**src/rtl/mem_lsu_if.sv**
```systemverilog
// Data-bus interface for the MEM-stage load/store unit.
// req/gnt handshake for the address phase; rvalid/rdata for read data.
interface mem_lsu_if #(
    parameter int ADDR_W = 32,
    parameter int DATA_W = 32
);
    logic              req;
    logic              we;
    logic [ADDR_W-1:0] addr;
    logic [3:0]        be;
    logic [DATA_W-1:0] wdata;
    logic              gnt;
    logic              rvalid;
    logic [DATA_W-1:0] rdata;

    modport master (output req, we, addr, be, wdata, input gnt, rvalid, rdata);
    modport slave  (input req, we, addr, be, wdata, output gnt, rvalid, rdata);
endinterface

```
**src/rtl/mem_lsu.sv**
```systemverilog
// MEM-stage load/store unit.
// Turns loads/stores from the EXE->MEM payload into data-bus transactions,
// stalls the pipeline while one is outstanding, and produces the WB payload.
// Optional feature macro: MISALIGN_TRAP_EN -- misaligned half/word accesses
// are trapped (lsu_misalign pulse, no bus access) instead of being forced
// onto the aligned address.
module mem_lsu #(
    parameter int ADDR_W = 32,
    parameter int DATA_W = 32
) (
    input  logic              clk,
    input  logic              rst,
    input  logic              mem_valid,
    input  logic              mem_ls,
    input  logic              mem_load,
    input  logic [1:0]        mem_size,
    input  logic              mem_unsigned,
    input  logic [DATA_W-1:0] mem_result,
    input  logic [DATA_W-1:0] mem_op_rs2,
    input  logic [4:0]        mem_rd_idx,
    input  logic              mem_rd_en,
    mem_lsu_if.master         dbus,
    output logic              lsu_stall,
    output logic              wb_valid,
    output logic [4:0]        wb_rd_idx,
    output logic              wb_rd_en,
    output logic [DATA_W-1:0] wb_data,
    output logic              lsu_misalign
);
    typedef enum logic [1:0] {IDLE, REQ, WAIT, DONE} state_t;

    state_t            state_q, state_d;
    logic [ADDR_W-1:0] addr_q;
    logic [3:0]        be_q;
    logic [DATA_W-1:0] wdata_q;
    logic              we_q;
    logic [1:0]        size_q;
    logic              uns_q;
    logic [1:0]        alo_q;
    logic [4:0]        rd_idx_q;
    logic              rd_en_q;

    logic [1:0]        size_eff;
    logic [1:0]        a_eff;
    logic              start;
    logic              trap;
    logic [3:0]        be_d;
    logic [DATA_W-1:0] wdata_d;
    logic [7:0]        byte_v;
    logic [15:0]       half_v;
    logic [DATA_W-1:0] ld_data;

    // Decode the incoming op: effective size, aligned offset, lane data
    always_comb begin
        size_eff = (mem_size == 2'd3) ? 2'd2 : mem_size;
        case (size_eff)
            2'd0:    a_eff = mem_result[1:0];
            2'd1:    a_eff = {mem_result[1], 1'b0};
            default: a_eff = 2'b00;
        endcase
`ifdef MISALIGN_TRAP_EN
        trap  = mem_valid && mem_ls &&
                (((size_eff == 2'd1) && mem_result[0]) ||
                 ((size_eff == 2'd2) && (mem_result[1:0] != 2'b00)));
        start = mem_valid && mem_ls && !trap;
`else
        trap  = 1'b0;
        start = mem_valid && mem_ls;
`endif
        case (size_eff)
            2'd0: begin
                be_d    = 4'b0001 << a_eff;
                wdata_d = {4{mem_op_rs2[7:0]}};
            end
            2'd1: begin
                be_d    = 4'b0011 << a_eff;
                wdata_d = {2{mem_op_rs2[15:0]}};
            end
            default: begin
                be_d    = 4'b1111;
                wdata_d = mem_op_rs2;
            end
        endcase
    end

    // Extract and extend load data from the returned word
    always_comb begin
        byte_v = dbus.rdata[{alo_q, 3'b000} +: 8];
        half_v = dbus.rdata[{alo_q[1], 4'b0000} +: 16];
        case (size_q)
            2'd0:    ld_data = {{24{!uns_q && byte_v[7]}}, byte_v};
            2'd1:    ld_data = {{16{!uns_q && half_v[15]}}, half_v};
            default: ld_data = dbus.rdata;
        endcase
    end

    // State register
    always_ff @(posedge clk) begin
        if (rst) state_q <= IDLE;
        else     state_q <= state_d;
    end

    // Next-state and stall/request generation
    always_comb begin
        state_d   = state_q;
        lsu_stall = 1'b0;
        dbus.req  = 1'b0;
        case (state_q)
            IDLE: begin
                lsu_stall = start;
                if (start) state_d = REQ;
            end
            REQ: begin
                lsu_stall = 1'b1;
                dbus.req  = 1'b1;
                if (dbus.gnt) state_d = we_q ? DONE : WAIT;
            end
            WAIT: begin
                lsu_stall = 1'b1;
                if (dbus.rvalid) state_d = DONE;
            end
            default: state_d = IDLE;
        endcase
    end

    // Capture the access in IDLE so bus fields stay stable while stalled
    always_ff @(posedge clk) begin
        if (rst) begin
            addr_q   <= '0;
            be_q     <= '0;
            wdata_q  <= '0;
            we_q     <= 1'b0;
            size_q   <= '0;
            uns_q    <= 1'b0;
            alo_q    <= '0;
            rd_idx_q <= '0;
            rd_en_q  <= 1'b0;
        end else if (state_q == IDLE && start) begin
            addr_q   <= {mem_result[ADDR_W-1:2], 2'b00};
            be_q     <= be_d;
            wdata_q  <= wdata_d;
            we_q     <= !mem_load;
            size_q   <= size_eff;
            uns_q    <= mem_unsigned;
            alo_q    <= a_eff;
            rd_idx_q <= mem_rd_idx;
            rd_en_q  <= mem_rd_en;
        end
    end

    assign dbus.we    = we_q;
    assign dbus.addr  = addr_q;
    assign dbus.be    = be_q;
    assign dbus.wdata = wdata_q;

    // WB payload: one-cycle valid pulse, fields hold between pulses
    always_ff @(posedge clk) begin
        if (rst) begin
            wb_valid     <= 1'b0;
            wb_rd_idx    <= '0;
            wb_rd_en     <= 1'b0;
            wb_data      <= '0;
            lsu_misalign <= 1'b0;
        end else begin
            wb_valid     <= 1'b0;
            lsu_misalign <= 1'b0;
            case (state_q)
                IDLE: begin
                    if (mem_valid && !mem_ls) begin
                        wb_valid  <= 1'b1;
                        wb_data   <= mem_result;
                        wb_rd_idx <= mem_rd_idx;
                        wb_rd_en  <= mem_rd_en;
                    end else if (trap) begin
                        wb_valid     <= 1'b1;
                        lsu_misalign <= 1'b1;
                        wb_rd_idx    <= mem_rd_idx;
                        wb_rd_en     <= 1'b0;
                    end
                end
                REQ: begin
                    if (dbus.gnt && we_q) begin
                        wb_valid  <= 1'b1;
                        wb_rd_idx <= rd_idx_q;
                        wb_rd_en  <= 1'b0;
                    end
                end
                WAIT: begin
                    if (dbus.rvalid) begin
                        wb_valid  <= 1'b1;
                        wb_data   <= ld_data;
                        wb_rd_idx <= rd_idx_q;
                        wb_rd_en  <= rd_en_q;
                    end
                end
                default: ;
            endcase
        end
    end
endmodule
```
**src/flat_wrapper.sv**
```systemverilog
// flat-port wrapper written by rule: the top's interface ports become plain ports
module mem_lsu_flat 
#(
    parameter int ADDR_W = 32,
    parameter int DATA_W = 32
)
  (clk, rst, mem_valid, mem_ls, mem_load, mem_size, mem_unsigned, mem_result, mem_op_rs2, mem_rd_idx, mem_rd_en, lsu_stall, wb_valid, wb_rd_idx, wb_rd_en, wb_data, lsu_misalign, dbus_req, dbus_we, dbus_addr, dbus_be, dbus_wdata, dbus_gnt, dbus_rvalid, dbus_rdata);
  mem_lsu_if #(.ADDR_W(ADDR_W), .DATA_W(DATA_W)) dbus_i ();
  input  logic clk;
  input  logic rst;
  input  logic mem_valid;
  input  logic mem_ls;
  input  logic mem_load;
  input  logic [1:0] mem_size;
  input  logic mem_unsigned;
  input  logic [DATA_W-1:0] mem_result;
  input  logic [DATA_W-1:0] mem_op_rs2;
  input  logic [4:0] mem_rd_idx;
  input  logic mem_rd_en;
  output logic lsu_stall;
  output logic wb_valid;
  output logic [4:0] wb_rd_idx;
  output logic wb_rd_en;
  output logic [DATA_W-1:0] wb_data;
  output logic lsu_misalign;
  output wire logic [$bits(dbus_i.req)-1:0] dbus_req;
  output wire logic [$bits(dbus_i.we)-1:0] dbus_we;
  output wire logic [$bits(dbus_i.addr)-1:0] dbus_addr;
  output wire logic [$bits(dbus_i.be)-1:0] dbus_be;
  output wire logic [$bits(dbus_i.wdata)-1:0] dbus_wdata;
  input wire logic [$bits(dbus_i.gnt)-1:0] dbus_gnt;
  input wire logic [$bits(dbus_i.rvalid)-1:0] dbus_rvalid;
  input wire logic [$bits(dbus_i.rdata)-1:0] dbus_rdata;
  assign dbus_req = dbus_i.req;
  assign dbus_we = dbus_i.we;
  assign dbus_addr = dbus_i.addr;
  assign dbus_be = dbus_i.be;
  assign dbus_wdata = dbus_i.wdata;
  assign dbus_i.gnt = dbus_gnt;
  assign dbus_i.rvalid = dbus_rvalid;
  assign dbus_i.rdata = dbus_rdata;
  mem_lsu #(.ADDR_W(ADDR_W), .DATA_W(DATA_W)) u_core (.clk(clk), .rst(rst), .mem_valid(mem_valid), .mem_ls(mem_ls), .mem_load(mem_load), .mem_size(mem_size), .mem_unsigned(mem_unsigned), .mem_result(mem_result), .mem_op_rs2(mem_op_rs2), .mem_rd_idx(mem_rd_idx), .mem_rd_en(mem_rd_en), .dbus(dbus_i), .lsu_stall(lsu_stall), .wb_valid(wb_valid), .wb_rd_idx(wb_rd_idx), .wb_rd_en(wb_rd_en), .wb_data(wb_data), .lsu_misalign(lsu_misalign));
endmodule
```
**config.mk**
```make
export PLATFORM = sky130hd
export DESIGN_NAME = mem_lsu_flat
export DESIGN_NICKNAME = d
export VERILOG_FILES = /design/src/rtl/mem_lsu_if.sv /design/src/rtl/mem_lsu.sv /design/src/flat_wrapper.sv
export SDC_FILE = /design/constraint.sdc
export NUM_CORES = 1
export LEC_CHECK = 0
export ABC_AREA = 1
export CAP_MARGIN = 25
export CELL_PAD_IN_SITES_DETAIL_PLACEMENT = 0
export CELL_PAD_IN_SITES_GLOBAL_PLACEMENT = 2
export CORE_UTILIZATION = 25
export CTS_CLUSTER_DIAMETER = 80
export DETAILED_ROUTE_END_ITERATION = 12
export PLACE_DENSITY = 0.92
export SLEW_MARGIN = 15
export SYNTH_ARGS = -nofsm -noshare
export SYNTH_HDL_FRONTEND = slang
export SYNTH_SLANG_ARGS = --single-unit
```
**constraint.sdc**
```tcl
create_clock -name clk -period 3.38 [get_ports clk]
set_clock_uncertainty 0.2 [all_clocks]
set_input_delay 0.676 -clock clk [delete_from_list [all_inputs] [get_ports clk]]
set_output_delay 0.676 -clock clk [all_outputs]
set_load 0.005 [all_outputs]
```
==> results by group <==
Worst setup path
  • R2R cell count: 9
  • Critical Path End Type: primary output
  • CP Max Fanout: 9
  • Crit path buffers/inverters: 2
  • WP data required: 2.50 ns
  • CP cell instances: inv_1 -> ha_1 -> o21a_1 -> clkdlybuf4s50_1
  • Worst r2r dst: u_core.wb_data[20]
  • CP max stage delay: 0.55 ns
  • Critical path class: register to primary output
  • CP arrival: 2.09 ns
  • Reg2Reg Setup Slack: 0.85 ns
  • Reg2reg start: u_core.state_q[0]
  • Nature of the critical path startpoint: register
  • Slowest-stage cell, CP: ha_1
  • CP startpoint: u_core.state_q[0]
  • CP top delay family: buffers and inverters

Clocking
  • CTS Hold Bufs: 0
  • Clk_lat worst skew: 0.41 ns
  • Total CTS buffers: 17
  • Clock root buffer master: clkbuf_16
  • CTS H-tree lvls: 4
  • Clk sinks: 119
  • CTS tree: done
  • Post_cts resized: 0
  • Clock Path Buffers: 2
  • Reg clk slew, reported paths: 0.06 ns
  • Setup Buffers After CTS: 0

Routing
  • Number of routed nets with antenna violations: 0
  • Drt via density: 4.62
  • Drt pass-1 iters: 4
  • Via count: 5847
  • Mean routed wirelength per cell: 16.3 um
  • DRC Markers: 0
  • Iter 0 DRT Violations: 297
  • Routed WL: 20600 um

STA
  • Max-slew violations: 0
  • Setup TNS: 0 ns
  • Setup violators final: 0
  • Relative slew slack: 0.427
  • Slew @ Worst Pin: 0.859 ns
  • Final Cycle Share: 0.878
  • F_max: 337 MHz
  • RSZ-0062 raised after global routing: no
  • Worst hold slack: 0.264 ns
  • Post-layout minimum cycle time: 2.97 ns
  • Hold Vio Cnt, Final: 0

Die
  • Core area: 21800 um^2
  • Chip width: 151 um
  • Num rows: 54
  • I/O Pins: 223
  • Starting Density: 0.255
  • Total die area: 22900 um^2
  • Die height: 151 um

Final layout
  • Nets: 1088
  • Commonest non-fill, non-tap cell in the layout: nand2_1
  • N_diodes: 0
  • Most frequent cells in the layout: nand2_1 (221), clkdlybuf4s50_1 (218), a21oi_1 (150), dfxtp_1 (119), o21ai_0 (70)
  • Layout cells sized above 1: 0.0812
  • Area Growth Syn to Fin: 53.5%

Logic synthesis
  • Largest area contributor in the netlist: dfxtp_1
  • Yosys cell types: 37
  • Mapped Area: 5570 um^2
  • Yosys top cell area share: 0.427
  • Mapped Cells: 780
  • Seq/Total Area, Yosys: 0.427
  • Average size of a mapped cell: 7.15 um^2
  • Largest cells by area after synthesis: dfxtp_1 (43%), nand2_1 (15%), a21oi_1 (13%)
  • FF+latch count, synth: 119
  • YS warnings: 0

Worst hold path
  • Hold path startpoint: u_core.dbus.addr[8]
  • Worst Hold End: u_core.dbus.addr[8]
  • Worst hold path stage count: 2
  • Hold crit path type: register to register

Global routing
  • Global-route wire length before repair: 30800 um
  • Vias in the first global route: 5490
  • GRT Util Overall: 0.178
  • Largest net degree at the start of global routing: 76
  • Gr ovfl total: 0
  • Initial antenna violation count: 0

Place
  • Placer Congestion: 0.809
  • Port Buffers: 219
  • Post-DP HPWL: 14400 um

Run
  • Max Cap Viol: 0

Run status
  • Run status: complete, no violations

Pwr
  • VDD IR max: 0.327 mV
  • Pleak: 3.29 nW
  • Pwr Density: 750 nW/um^2
final cells by class:
cell class              count  area [um^2]
flip-flops and latches    119         2380
multi-input cells         560         2730
repair buffers            229         2270
well taps                 280          350
fillers                  2316        13300
clock buffers              19          453
clock inverters            13          194
inverters                  45          171
per-layer routing:
| layer | up-vias | wire, um | track usage |
|---|---|---|---|
| li1 | 2977 | - | - |
| met1 | 2675 | 9580 | 0.236 |
| met2 | 180 | 9180 | 0.276 |
| met3 | 15 | 1680 | 0.0636 |
| met4 | 0 | 147 | 0.0375 |
| met5 | - | 0 | 0 |
cell families (layout without fill, tap and decap cells):
family	after synthesis	after routing	share of synthesized area
AOI/OAI and AO/OA	254	254	0.241
adders and majority gates	4	4	0.00898
buffers and inverters	103	306	0.0866
DFF	119	119	0.427
muxes	5	5	0.00898
other	1	3	0.000673
and+or+nand+nor	294	294	0.226
power by group:
part           switching [W]  internal, W
Clock               0.000711      0.00128
Sequential          0.000173      0.00174
Combinational        0.00133      0.00118
Total                0.00221      0.00420
worst max path at each step:
stage	to	slack (ns)	cells past startpoint
2_1_floorplan	lsu_stall	1.09	7
3_3_place_gp	lsu_stall	0.51	5
3_5_place_dp	lsu_stall	0.49	5
4_1_cts	lsu_stall	0.40	4
5_1_grt	lsu_stall	0.31	4
6_report	lsu_stall	0.41	4
tightest hold or removal path, cell delays in order (launching register included):
cell and delay, ns:
dfxtp_1 0.31, nand2_1 0.06, a21oi_1 0.05
registers in the layout, indices dropped and copies added, names as in the netlist, 4 cells and up:
name	cells
u_core.dbus.wdata	32
u_core.wb_data	32
u_core.dbus.addr	30
u_core.rd_idx_q	5
u_core.wb_rd_idx	5
u_core.dbus.be	4
through the flow:
| step | util | std cells | instance area (um^2) | total power [W] | setup WS, ns |
|---|---|---|---|---|---|
| 6_report | 0.392 | 1265 | 8560 | 0.00642 | 0.413 |
| 5_1_grt | 0.392 | 1265 | 8560 | 0.00686 | 0.315 |
| 4_1_cts | 0.392 | 1265 | 8560 | 0.00651 | 0.402 |
| 3_5_place_dp | 0.362 | 1233 | 7910 | 0.00447 | 0.490 |
| 3_3_place_gp | 0.362 | 1233 | 7910 | 0.00446 | 0.512 |
| 2_1_floorplan | - | 782 | 5580 | 0.00336 | 1.09 |
cell usage after synthesis:
cell,count
inv_1,38
buf_1,2
o211ai_1,7
mux2i_1,5
o21a_1,1
conb_1,1
inv_4,1
a21oi_1,150
clkinv_1,2
buf_6,7
or2_2,17
nand2_1,221
nand3_1,33
dfxtp_1,119
o22ai_1,9
o21ai_4,1
o21ai_0,70
clkbuf_2,1
buf_2,20
ha_1,4
nand2_2,2
buf_4,4
o221ai_1,1
a21boi_0,1
or2_4,1
nor3_2,1
a211oi_1,3
nor2_1,11
nand2_4,3
inv_2,4
a22oi_1,1
clkbuf_1,24
nor2_8,1
a21oi_2,1
nor2_2,2
nand3_2,2
a31oi_1,9
(Power assumes the default switching activity.)
